**config.mk**
```make
export PLATFORM = sky130hd
export DESIGN_NAME = wb_interconnect_n
export DESIGN_NICKNAME = d
export VERILOG_FILES = /design/src/rtl/wb_pkg.sv /design/src/rtl/wb_addr_match.sv /design/src/rtl/wb_interconnect_n.sv
export SDC_FILE = /design/constraint.sdc
export NUM_CORES = 1
export LEC_CHECK = 0
export CAP_MARGIN = 20
export CORE_MARGIN = 2
export CORE_UTILIZATION = 39
export DETAILED_ROUTE_END_ITERATION = 6
export PLACE_DENSITY = 0.86
export REMOVE_ABC_BUFFERS = 1
export SLEW_MARGIN = 20
export SYNTH_ARGS = -nofsm -noshare
export SYNTH_HDL_FRONTEND = slang
export SYNTH_SLANG_ARGS = --single-unit
```
**constraint.sdc**
```tcl
create_clock -name clk -period 4.6 [get_ports clk]
set_clock_uncertainty 0.2 [all_clocks]
set_input_delay 0.46 -clock clk [delete_from_list [all_inputs] [get_ports clk]]
set_output_delay 0.46 -clock clk [all_outputs]
set_load 0.02 [all_outputs]
```
**src/rtl/wb_pkg.sv**
```systemverilog
// Shared definitions for the Wishbone single-master interconnect: default
// address map, error data, FSM encoding and a width helper.
package wb_pkg;

   localparam int DEF_NUM_SLAVES = 4;

   // Slave i occupies bits [i*16 +: 16]; slave 0 is the rightmost entry.
   localparam logic [63:0] DEF_SLAVE_BASE = {16'h8200, 16'h8100, 16'h8000, 16'h0000};
   localparam logic [63:0] DEF_SLAVE_MASK = {16'hFE00, 16'hFF00, 16'hFF00, 16'h8000};

   localparam logic [7:0] DEF_ERR_DATA = 8'hEE;

   typedef enum logic [1:0] {
      ST_IDLE   = 2'd0,
      ST_ACTIVE = 2'd1,
      ST_ERROR  = 2'd2
   } wb_state_e;

   // Bits needed to hold values 0..value-1, never less than one.
   function automatic int wb_clog2(input int value);
      int w;
      w = 1;
      while ((1 << w) < value) w++;
      return w;
   endfunction

endpackage

```
**src/rtl/wb_addr_match.sv**
```systemverilog
// Address comparators for every slave window plus a lowest-index priority
// encoder, so overlapping windows resolve deterministically.
module wb_addr_match
   import wb_pkg::*;
#(
   parameter int                            NUM_SLAVES = DEF_NUM_SLAVES,
   parameter int                            ADR_W      = 16,
   parameter int                            SEL_W      = wb_clog2(NUM_SLAVES),
   parameter logic [NUM_SLAVES*ADR_W-1:0]   SLAVE_BASE = DEF_SLAVE_BASE,
   parameter logic [NUM_SLAVES*ADR_W-1:0]   SLAVE_MASK = DEF_SLAVE_MASK
) (
   input  logic [ADR_W-1:0] adr_i,
   output logic             hit_o,
   output logic [SEL_W-1:0] sel_o
);

   logic [ADR_W-1:0] base_w;
   logic [ADR_W-1:0] mask_w;

   // Walk from the top down so the lowest matching index is the last writer.
   always_comb begin
      hit_o  = 1'b0;
      sel_o  = '0;
      base_w = '0;
      mask_w = '0;
      for (int i = NUM_SLAVES - 1; i >= 0; i--) begin
         base_w = SLAVE_BASE[i*ADR_W +: ADR_W];
         mask_w = SLAVE_MASK[i*ADR_W +: ADR_W];
         if ((adr_i & mask_w) == (base_w & mask_w)) begin
            hit_o = 1'b1;
            sel_o = SEL_W'(i);
         end
      end
   end

endmodule

```
**src/rtl/wb_interconnect_n.sv**
```systemverilog
// Wishbone classic single master to N slaves: registered slave select,
// bus error on unmapped addresses, watchdog for slaves that never ack.
module wb_interconnect_n
   import wb_pkg::*;
#(
   parameter int                            NUM_SLAVES = DEF_NUM_SLAVES,
   parameter int                            ADR_W      = 16,
   parameter int                            DAT_W      = 8,
   parameter int                            SLV_ADR_W  = 15,
   parameter logic [NUM_SLAVES*ADR_W-1:0]   SLAVE_BASE = DEF_SLAVE_BASE,
   parameter logic [NUM_SLAVES*ADR_W-1:0]   SLAVE_MASK = DEF_SLAVE_MASK,
   parameter int                            TIMEOUT    = 255,
   parameter logic [DAT_W-1:0]              ERR_DATA   = DEF_ERR_DATA
) (
   input  logic                        clk,
   input  logic                        rst_n,
   input  logic [ADR_W-1:0]            wb_adr_i,
   input  logic [DAT_W-1:0]            wb_dat_i,
   output logic [DAT_W-1:0]            wb_dat_o,
   input  logic                        wb_cyc_i,
   input  logic                        wb_stb_i,
   input  logic                        wb_we_i,
   output logic                        wb_ack_o,
   output logic                        wb_err_o,
   output logic [SLV_ADR_W-1:0]        s_adr_o,
   output logic [DAT_W-1:0]            s_dat_o,
   output logic                        s_we_o,
   input  logic [NUM_SLAVES*DAT_W-1:0] s_dat_i,
   output logic [NUM_SLAVES-1:0]       s_cyc_o,
   output logic [NUM_SLAVES-1:0]       s_stb_o,
   input  logic [NUM_SLAVES-1:0]       s_ack_i,
   output logic                        err_flag_o,
   output logic [ADR_W-1:0]            err_addr_o,
   input  logic                        err_clr_i
);

   localparam int SEL_W = wb_clog2(NUM_SLAVES);
   localparam int CNT_W = wb_clog2(TIMEOUT + 1);

   wb_state_e        state_q, state_d;
   logic [SEL_W-1:0] sel_q, sel_d;
   logic [CNT_W-1:0] cnt_q, cnt_d;
   logic             err_flag_q, err_flag_d;
   logic [ADR_W-1:0] err_addr_q, err_addr_d;

   logic             hit;
   logic [SEL_W-1:0] hit_sel;
   logic             timeout_hit;
   logic             slave_live;
   logic             ack_sel;
   logic [DAT_W-1:0] dat_sel;
   logic             enter_err;

   wb_addr_match #(
      .NUM_SLAVES (NUM_SLAVES),
      .ADR_W      (ADR_W),
      .SEL_W      (SEL_W),
      .SLAVE_BASE (SLAVE_BASE),
      .SLAVE_MASK (SLAVE_MASK)
   ) u_match (
      .adr_i (wb_adr_i),
      .hit_o (hit),
      .sel_o (hit_sel)
   );

   assign s_adr_o = wb_adr_i[SLV_ADR_W-1:0];
   assign s_dat_o = wb_dat_i;
   assign s_we_o  = wb_we_i;

   // On the watchdog cycle the slave is already released, so a late ack is dropped.
   assign timeout_hit = (TIMEOUT != 0) && (cnt_q == CNT_W'(TIMEOUT));
   assign slave_live  = (state_q == ST_ACTIVE) && !timeout_hit;

   always_comb begin
      ack_sel = 1'b0;
      dat_sel = '0;
      s_cyc_o = '0;
      s_stb_o = '0;
      for (int i = 0; i < NUM_SLAVES; i++) begin
         if (sel_q == SEL_W'(i)) begin
            ack_sel    = s_ack_i[i];
            dat_sel    = s_dat_i[i*DAT_W +: DAT_W];
            s_cyc_o[i] = slave_live & wb_cyc_i;
            s_stb_o[i] = slave_live & wb_cyc_i & wb_stb_i;
         end
      end
   end

   assign wb_ack_o = slave_live & wb_cyc_i & ack_sel;
   assign wb_err_o = (state_q == ST_ERROR);

   always_comb begin
      case (state_q)
         ST_ACTIVE: wb_dat_o = dat_sel;
         ST_ERROR:  wb_dat_o = ERR_DATA;
         default:   wb_dat_o = '0;
      endcase
   end

   always_comb begin
      state_d = state_q;
      sel_d   = sel_q;
      cnt_d   = '0;
      case (state_q)
         ST_IDLE: begin
            if (wb_cyc_i && wb_stb_i) begin
               if (hit) begin
                  sel_d   = hit_sel;
                  state_d = ST_ACTIVE;
               end else begin
                  state_d = ST_ERROR;
               end
            end
         end
         ST_ACTIVE: begin
            if (!wb_cyc_i) begin
               state_d = ST_IDLE;
            end else if (timeout_hit) begin
               state_d = ST_ERROR;
            end else if (ack_sel) begin
               state_d = ST_IDLE;
            end else begin
               cnt_d = cnt_q + CNT_W'(1);
            end
         end
         default: state_d = ST_IDLE;
      endcase
   end

   // A clear arriving with a new error still logs that new error.
   assign enter_err = (state_d == ST_ERROR) && (state_q != ST_ERROR);

   always_comb begin
      err_flag_d = err_flag_q;
      err_addr_d = err_addr_q;
      if (enter_err && (!err_flag_q || err_clr_i)) begin
         err_flag_d = 1'b1;
         err_addr_d = wb_adr_i;
      end else if (err_clr_i) begin
         err_flag_d = 1'b0;
         err_addr_d = '0;
      end
   end

   always_ff @(posedge clk or negedge rst_n) begin
      if (!rst_n) begin
         state_q    <= ST_IDLE;
         sel_q      <= '0;
         cnt_q      <= '0;
         err_flag_q <= 1'b0;
         err_addr_q <= '0;
      end else begin
         state_q    <= state_d;
         sel_q      <= sel_d;
         cnt_q      <= cnt_d;
         err_flag_q <= err_flag_d;
         err_addr_q <= err_addr_d;
      end
   end

   assign err_flag_o = err_flag_q;
   assign err_addr_o = err_addr_q;

endmodule
```
Word-level counts from Yosys, hierarchy flattened
Index checks and enable logic that the tools add are counted.
- register bits after elaboration: 29
- bits of input ports: 66
- output and inout bits: 59
- word-level logic and storage cells: 71
- add/subtract/negate cells: 1
- equality and inequality tests: 11
- muxes and demuxes: 39
- bitwise operators: 3
- reductions and logical operators: 12
- operators by type and width (cell ; count):
    8-bit 2-to-1 mux ; 8
    16-bit 2-to-1 mux ; 2
    8-bit equality test, second input constant ; 3
    1-bit 2-to-1 mux ; 18
    2-bit 2-to-1 mux ; 9
    16-bit logical NOT ; 1
    8-bit case mux with 2 select lines ; 1
    8-bit by 1-bit adder with 8-bit output, second input constant ; 1
    2-bit equality test, second input constant ; 4
    7-bit equality test, second input constant ; 1
    2-bit by 1-bit equality test with 1-bit output, second input constant ; 2
    1-bit logical AND ; 4
    2-bit logical NOT ; 2
    2-bit case mux with 2 select lines ; 1
    1-bit AND ; 3
    3-bit AND reduction ; 1
    1-bit logical NOT ; 2
    2-bit != test, second input constant ; 1
    2-bit nonzero test ; 1
    1-bit logical OR ; 1

Logic depth before layout (Yosys ltp)
Gate-level depths: netlist (run 1).
- depth after elaboration: 13
- gate-level depth with buffers: 9
- mapped depth without buffers: 7

By module
Synthesis (run 1) repeated with hierarchy kept, for this count alone.
- cells, all modules: 187
- area total of the unflattened synthesis: 1998.2 µm²
- modules (own cells, without submodules) (module ; instances ; cells an instance ; area each (µm²) ; seq. area each (µm²)):
    wb_interconnect_n ; 1 ; 180 ; 1955.6 ; 725.7
    wb_addr_match ; 1 ; 7 ; 42.5 ; 0.0

Worst setup path before layout (run 1)
Ideal clock, no wire load.
- kind: flip-flop to flip-flop
- start: register state_q[1]
- end: register err_addr_q[10] (netlist: err_addr_o[10])
- setup time: 0.121 ns
- data arrival time: 2.108 ns
- required time: 4.279 ns
- setup slack: 2.171 ns
- cell stages (with the launch flop): 10
- buffers on the path: 2
- period minus slack after synthesis: 2.429 ns
- cells stage by stage: dfrtp_1 inv_1 ha_1 buf_2 nand2_1 nor3_1 a221oi_4 o41a_4 buf_12 a22o_1
- cells in the longest elaborated chain, start to end: 8
- elaborated cells on any way between the ends: 13
- classes of those cells: eq/ne (3); mux (6); reduce/logical (4)
- ends and longest elaborated chain (element ; line ; text):
    start: declaration ; wb_interconnect_n.sv:40 ; wb_state_e state_q, state_d;
    start signal: assignment ; wb_interconnect_n.sv:153 ; state_q <= state_d;
    2-bit 2-to-1 mux ; wb_interconnect_n.sv:120 ; end else if (ack_sel) begin
    2-bit 2-to-1 mux ; wb_interconnect_n.sv:118 ; end else if (timeout_hit) begin
    2-bit 2-to-1 mux ; wb_interconnect_n.sv:116 ; if (!wb_cyc_i) begin
    2-bit case mux with 2 select lines ; wb_interconnect_n.sv:104 ; case (state_q)
    2-bit equality test ; wb_interconnect_n.sv:131 ; assign enter_err = (state_d == ST_ERROR) && (state_q != ST_ERROR);
    1-bit logical AND (*) ; wb_interconnect_n.sv:131 ;
    1-bit logical AND (*) ; wb_interconnect_n.sv:136 ; if (enter_err && (!err_flag_q || err_clr_i)) begin
    16-bit 2-to-1 mux / 2-bit nonzero test (equally long branches) ; -- ;
    end signal: assignment ; wb_interconnect_n.sv:157 ; err_addr_q <= err_addr_d;
    end: declaration ; wb_interconnect_n.sv:44 ; logic [ADR_W-1:0] err_addr_q, err_addr_d;
Mark *: on every way between the ends. The rest lies on a longest branch, timed or not.
A chain may end at the register's enable or synchronous reset.

Worst setup path in the final report (run 1)
- start: register sel_q[0]
- end: output wb_dat_o[1]
- cells in the longest elaborated chain, start to end: 6
- elaborated cells on any way between the ends: 9
- classes of those cells: eq/ne (3); mux (5); reduce/logical (1)
- ends and longest elaborated chain (element ; line ; text):
    start: declaration ; wb_interconnect_n.sv:41 ; logic [SEL_W-1:0] sel_q, sel_d;
    start signal: assignment ; wb_interconnect_n.sv:154 ; sel_q <= sel_d;
    2-bit logical NOT ; wb_interconnect_n.sv:80 ; if (sel_q == SEL_W'(i)) begin
    8-bit 2-to-1 mux (3 in a row) ; wb_interconnect_n.sv:80 ;
    8-bit 2-to-1 mux (*) ; wb_interconnect_n.sv:80 ;
    8-bit case mux with 2 select lines (*) ; wb_interconnect_n.sv:93 ; case (state_q)
    end: declaration ; wb_interconnect_n.sv:19 ; output logic [DAT_W-1:0] wb_dat_o,
Marked as above.

==> impl_metrics.csv, run 1 <==
group,metric,value,unit
worst_setup_path,cpMaxStageDelayCell,"dfrtp_1",
clock_network,clk_latency,0.28,ns
sta,fin_setup_tns,0,ns
grt,antenna_found_initial,0,
worst_setup_path,path_class,"flop to output pin",
final_layout,area_growth,52.2,%
grt,grt_pass1_wl,7400,um
grt,grtUsageMet1,0.214,
grt,grt.busiest_layer,"met2",
placement,gp_congestion,0.794,
worst_setup_path,critPathCapture,"wb_dat_o[1]",
placement,placedCellCount,320,
pwr,power,1.14,mW
yosys,syn_area,1920,sq um
yosys,synthCells,178,
grt,grt_util_met2,0.280,
final_layout,diodes,0,
route,drtAntennaViolNets,0,
worst_setup_path,critPathRequiredTime,3.94,ns
yosys,yosys_warnings,0,
worst_setup_path,crit_family,"flip-flops",
floorplanning,die-width,74.1,um
clock_network,clockRootBuffer,"clkbuf_8",
floorplanning,io_pins,125,
worst_setup_path,start_kind,"flop",
sta,setup_viol,0,
route,viasPerCell,5.07,
pwr,leakagePower,1.14,nW
grt,grtUsageMet3,0.0840,
worst_setup_path,r2r_slack,1.71,ns
yosys,ys_seq_area_frac,0.379,
flow_run,cap_violations,0,
grt,grt_overflow_total,0,
clock_network,cts_repair_resize_count,0,
grt,grt_usage,0.177,
yosys,ys_types,39,
worst_setup_path,reg2reg_depth,5,
floorplanning,initial_core_util,0.406,
clock_network,post_cts_buffers,0,
final_layout,drive_gt1_frac,0.0885,
worst_setup_path,cp_num_buf_inv,1,
run_status,status,"completed",
route,via_count,1657,
sta,relSlewSlack,0.401,
sta,rsz0062_at_grt,"no",
floorplanning,die-area,5490,sq um
route,post-route-drc-count,0,
clock_network,clock_sinks,29,
placement,place_area,2830,sq um
placement,port_buffers,106,
final_layout,layout_common_cells,"106 x clkdlybuf4s50_1, 29 x dfrtp_1, 16 x a22o_1, 15 x nor2_1",
floorplanning,coreArea,4720,sq um
final_layout,final_cells,327,
worst_setup_path,timing.rr.start,"sel_q[0]",
worst_setup_path,critPathMaxFanout,15,
placement,dp_hpwl,3650,um
final_layout,nets,330,
placement,pre_cts_slack,1.59,ns
route,routedWlPerCell,14.4,um
floorplanning,die_h,74.1,um
final_layout,final_common_cell,"clkdlybuf4s50_1",
clock_network,clockBufferDepth,2,
sta,fin_crit_sh,0.673,
sta,hold_violations,0,
clock_network,numCtsBuffers,5,
worst_setup_path,crit_chain,"mux4_2 > a21oi_1 > nor2b_1 > clkdlybuf4s50_1",
sta,clock.fmax,323,MHz
sta,setup_ws,1.50,ns
final_layout,final.fill_count,375,
clock_network,clkSlewWorstSetupHoldPaths,0.06,ns
grt,grt_max_degree,30,
grt,grt_pass1_vias,1638,
clock_network,ctsHoldBuffers,0,
sta,finalMaxSlewViolations,0,
pwr,power_density,391,nW/um^2
yosys,ys_ff_latch,29,
sta,period_needed,3.10,ns
final_layout,design_area,2920,sq um
worst_setup_path,cp.arrival,2.44,ns
worst_setup_path,r2r-end,"err_addr_o[2]",
worst_setup_path,end_kind,"output pin",
route,drt_iter0_markers,38,
route,drt_wl_total,4720,um
worst_setup_path,setup.worst_path.start,"sel_q[0]",
sta,tightestPinTransition,0.899,ns
floorplanning,row_count,25,
yosys,syn_avg_cell_area,10.8,sq um
worst_setup_path,slowest_delay,0.81,ns
pwr,peakVddDrop,247,uV
clock_network,tritoncts,"done",
clock_network,h-tree-depth,2,
worst_setup_path,path_depth,4,
route,dr.pass1.iters,4,
hold_path,hp-class,"flop to flop",
[layout make-up]
cell class / count / area, sq um / share of cell area
sequential: 29 / 726 / 0.249
inverter: 7 / 26.3 / 0.00901
multi-input combinational: 110 / 926 / 0.317
timing repair buffer: 107 / 1070 / 0.366
clock buffer: 7 / 86.3 / 0.0296
tap: 67 / 83.8 / 0.0287
[stage by stage]
stage,utilization,hold WS (ns)
floorplan,-,-0.0356
global placement,0.599,0.272
detailed placement,0.599,0.284
CTS,0.617,0.291
global route,0.617,0.321
finish,0.617,0.288
[synthesized netlist by cell type (all sizes together)]
cell type  instances  area [sq um]
buf               29           228
dfrtp             29           726
a22o              16           140
nor2              15          56.3
a21oi              8          40.0
mux4               8           180
nor2b              8          50.1
inv                7          26.3
nand2              6          22.5
nand3              6          30.0
nor3               5          25.0
and3               4          25.0
ha                 4          50.1
o21ai              4          20.0
clkbuf             3          11.3
xor2               3          26.3
mux2               2          30.0
nand2b             2          12.5
o2bb2ai            2          17.5
xnor2              2          17.5
a2111oi            1          27.5
a21bo              1          10.0
a221oi             1          26.3
mux2i              1          10.0
nand3b             1          7.51
nand4              1          6.26
o2111ai            1          8.76
o21a               1          7.51
o21bai             1          7.51
o221ai             1          15.0
o22a               1          8.76
o32ai              1          8.76
o41a               1          21.3
or3                1          6.26
or4                1          11.3
[logic make-up after synthesis]
kind of cell / Yosys count / synth area share
mux: 11 / 0.115
simple gates: 50 / 0.132
compound gates: 40 / 0.187
fa+ha+maj: 4 / 0.0261
flops: 29 / 0.379
buf+inv: 39 / 0.138
xor+xnor: 5 / 0.0229
[report_power, final]
group          internal (mW)  switching, mW
sequential             0.309         0.0463
combinational          0.297          0.282
clock                  0.118         0.0869
[flip-flops by register name, summed over array words and instances, names as in the netlist]
register / count
cnt_q: 8
state_q: 2
sel_q: 2
err_addr_o: 16
err_flag_o: 1
[layer usage]
| metal | part of all wire | wire [um] |
|---|---|---|
| met1 | 0.42 | 1990 |
| met2 | 0.44 | 2100 |
| met3 | 0.12 | 571 |
| met4 | 0.012 | 57 |
| met5 | 0 | 0 |
[how the worst min path moves through the flow]
stage | start | to | cells past startpoint
6_report | cnt_q[0] | cnt_q[0] | 1
3_3_place_gp | cnt_q[0] | cnt_q[0] | 1
4_1_cts | cnt_q[0] | cnt_q[0] | 1
3_5_place_dp | cnt_q[0] | cnt_q[0] | 1
2_1_floorplan | rst_n | cnt_q[0] | 0
5_1_grt | cnt_q[0] | cnt_q[0] | 1
Power figures use the tool's default switching activity.
==> run 2: changes to the inputs <==
--- a/config.mk
+++ b/config.mk
@@ -7,9 +7,9 @@
 export LEC_CHECK = 0
 export CAP_MARGIN = 20
 export CORE_MARGIN = 2
-export CORE_UTILIZATION = 39
+export CORE_UTILIZATION = 33
 export DETAILED_ROUTE_END_ITERATION = 6
-export PLACE_DENSITY = 0.86
+export PLACE_DENSITY = 0.77
 export REMOVE_ABC_BUFFERS = 1
 export SLEW_MARGIN = 20
 export SYNTH_ARGS = -nofsm -noshare
==> constraint.sdc (replaced) <==
create_clock -name clk -period 2.6 [get_ports clk]
set_clock_uncertainty 0.2 [all_clocks]
set_input_delay 0.26 -clock clk [delete_from_list [all_inputs] [get_ports clk]]
set_output_delay 0.26 -clock clk [all_outputs]
set_load 0.02 [all_outputs]
==> run 2 against run 1 <==
  * Clock-buffer cell count down 1
  * Worst setup slack got worse by 1.5 ns
  * Cell count increased by 6.1%
  * Non-clock buffer count increased by 14
==> impl_metrics.csv, run 2 (synthesis gave the netlist of run 1 again) <==
group,metric,value,unit
run_status,status,"completed",
pwr,power.internal,1.29,mW
floorplanning,row_count,27,
route,routedWlPerCell,14.6,um
clock_network,clk_latency,0.28,ns
sta,finalMaxSlewViolations,0,
clock_network,clkSlewWorstSetupHoldPaths,0.06,ns
worst_setup_path,critPathRequiredTime,2.14,ns
grt,antenna_found_initial,0,
worst_setup_path,crit_chain,"ha_1 > nand4_1 > o2111ai_1 > nor2_1 > clkdlybuf4s50_1",
grt,grt_pass1_vias,1765,
final_layout,final.fill_count,509,
worst_setup_path,cpMaxStageDelayCell,"clkdlybuf4s50_1",
pwr,power_density,670,nW/um^2
sta,period_needed,2.57,ns
pwr,switching_share,0.370,
route,viasPerCell,4.97,
sta,relSlewSlack,0.674,
floorplanning,io_pins,125,
worst_setup_path,cp.arrival,2.11,ns
grt,grt_usage,0.161,
sta,hold_slack,0.165,ns
sta,fin_setup_tns,0,ns
route,post-route-drc-count,0,
placement,dp_hpwl,3960,um
pwr,power,2.05,mW
sta,fin_crit_sh,0.987,
worst_setup_path,end_kind,"output pin",
sta,clock.fmax,390,MHz
sta,rsz0062_at_grt,"yes",
pwr,peakVddDrop,448,uV
worst_setup_path,path_class,"flop to output pin",
clock_network,tritoncts,"done",
pwr,combPwrFrac,0.528,
pwr,leakagePower,1.35,nW
clock_network,clockBufferDepth,2,
worst_setup_path,critPathMaxFanout,4,
grt,grt_pass1_wl,8100,um
clock_network,clockRootBuffer,"clkbuf_8",
clock_network,h-tree-depth,2,
pwr,seqPwrFrac,0.305,
final_layout,final_cells,347,
placement,pre_cts_slack,-0.139,ns
final_layout,area_growth,59.5,%
grt,grt_max_degree,30,
floorplanning,die_h,80.2,um
final_layout,diodes,0,
route,dr.pass1.iters,4,
final_layout,final_common_cell,"clkdlybuf4s50_1",
clock_network,clock_sinks,29,
sta,setup_viol,0,
route,drt_iter0_markers,43,
floorplanning,die-width,80.2,um
hold_path,hp-class,"input pin to asynchronous set/reset pin",
route,drtAntennaViolNets,0,
worst_setup_path,slowest_delay,0.54,ns
placement,gp_congestion,0.792,
sta,tightestPinTransition,0.489,ns
route,via_count,1725,
grt,grt_overflow_total,0,
clock_network,numCtsBuffers,5,
pwr,clockPowerShare,0.167,
route,drt_wl_total,5060,um
worst_setup_path,start_kind,"flop",
pwr,p_switching,0.757,mW
floorplanning,die-area,6430,sq um
placement,placedCellCount,335,
final_layout,drive_gt1_frac,0.145,
final_layout,largest_reg_flops,16,
floorplanning,initial_core_util,0.344,
clock_network,ctsHoldBuffers,0,
placement,port_buffers,106,
flow_run,cap_violations,0,
sta,hold_violations,0,
final_layout,layout_common_cells,"95 x clkdlybuf4s50_1, 28 x dfrtp_1, 16 x a22o_1, 15 x nor2_1, 13 x buf_4",
sta,setup_ws,0.0349,ns
final_layout,nets,344,
floorplanning,coreArea,5570,sq um
[run 2: changes by cell type in the layout (fill, tap and decap cells not counted), moves of 2 or more]
cell and change:
buf_4 +12, dlygate4sd2_1 +4, clkinv_2 +2, clkdlybuf4s50_1 -11
dlymetal6s2s_1 +7
[run 2: power by group through the flow]
stage	Clock, mW	Sequential [mW]	Combinational [mW]
final	0.342	0.625	1.08
after global routing	0.376	0.638	1.17
after CTS	0.354	0.624	1.08
after detailed placement	0	0.628	1.07
after global placement	0	0.632	1.05
after floorplan	0	0.722	0.451
[run 2: timing repair]
action                                  CTS  global route
pin swaps                                 1             1
resized for setup                         6             8
endpoints found under the setup margin   28            28
setup buffers                             3             1
[run 2: final cells by class]
class | count | area, sq um | share of cell area
clock buffers | 6 | 72.6 | 0.0237
flip-flops and latches | 29 | 727 | 0.238
inverters | 7 | 26.3 | 0.00860
repair buffers | 121 | 1200 | 0.393
well taps | 72 | 90.1 | 0.0295
clock inverters | 2 | 10.0 | 0.00327
multi-input cells | 110 | 928 | 0.304
[run 2: final timing paths]
check                           start       endpoint  slack, ns  depth (start not counted)
max                          cnt_q[0]     s_stb_o[2]       0.03                          5
min                             rst_n  err_addr_o[2]       0.17                          2
max reg2reg                state_q[1]  err_addr_o[3]       0.22                          8
min reg2reg                  cnt_q[0]       cnt_q[0]       0.28                          1
max in group asynchronous       rst_n       sel_q[0]       1.75                          2
min in group clk             cnt_q[0]       cnt_q[0]       0.28                          1
[run 2: critical path: cells and delay by family (launching register included)]
kind | cells | cell delay (ns)
adders and majority gates | 1 | 0.24
buffers and inverters | 1 | 0.54
and+or+nand+nor | 2 | 0.27
AOI/OAI and AO/OA | 1 | 0.39
DFF | 1 | 0.38
[run 2: stage by stage]
step	area [sq um]	util
2_1_floorplan	1680	-
3_3_place_gp	2910	0.522
3_5_place_dp	2910	0.522
4_1_cts	3020	0.541
5_1_grt	3060	0.548
6_report	3060	0.548
[run 2: per-layer routing]
metal | share of wire | GRT usage | routed length [um] | vias up
li1 | - | - | - | 811
met1 | 0.43 | 0.205 | 2180 | 797
met2 | 0.44 | 0.240 | 2230 | 108
met3 | 0.11 | 0.0652 | 549 | 9
met4 | 0.022 | 0.0661 | 110 | 0
met5 | 0 | 0 | 0 | -
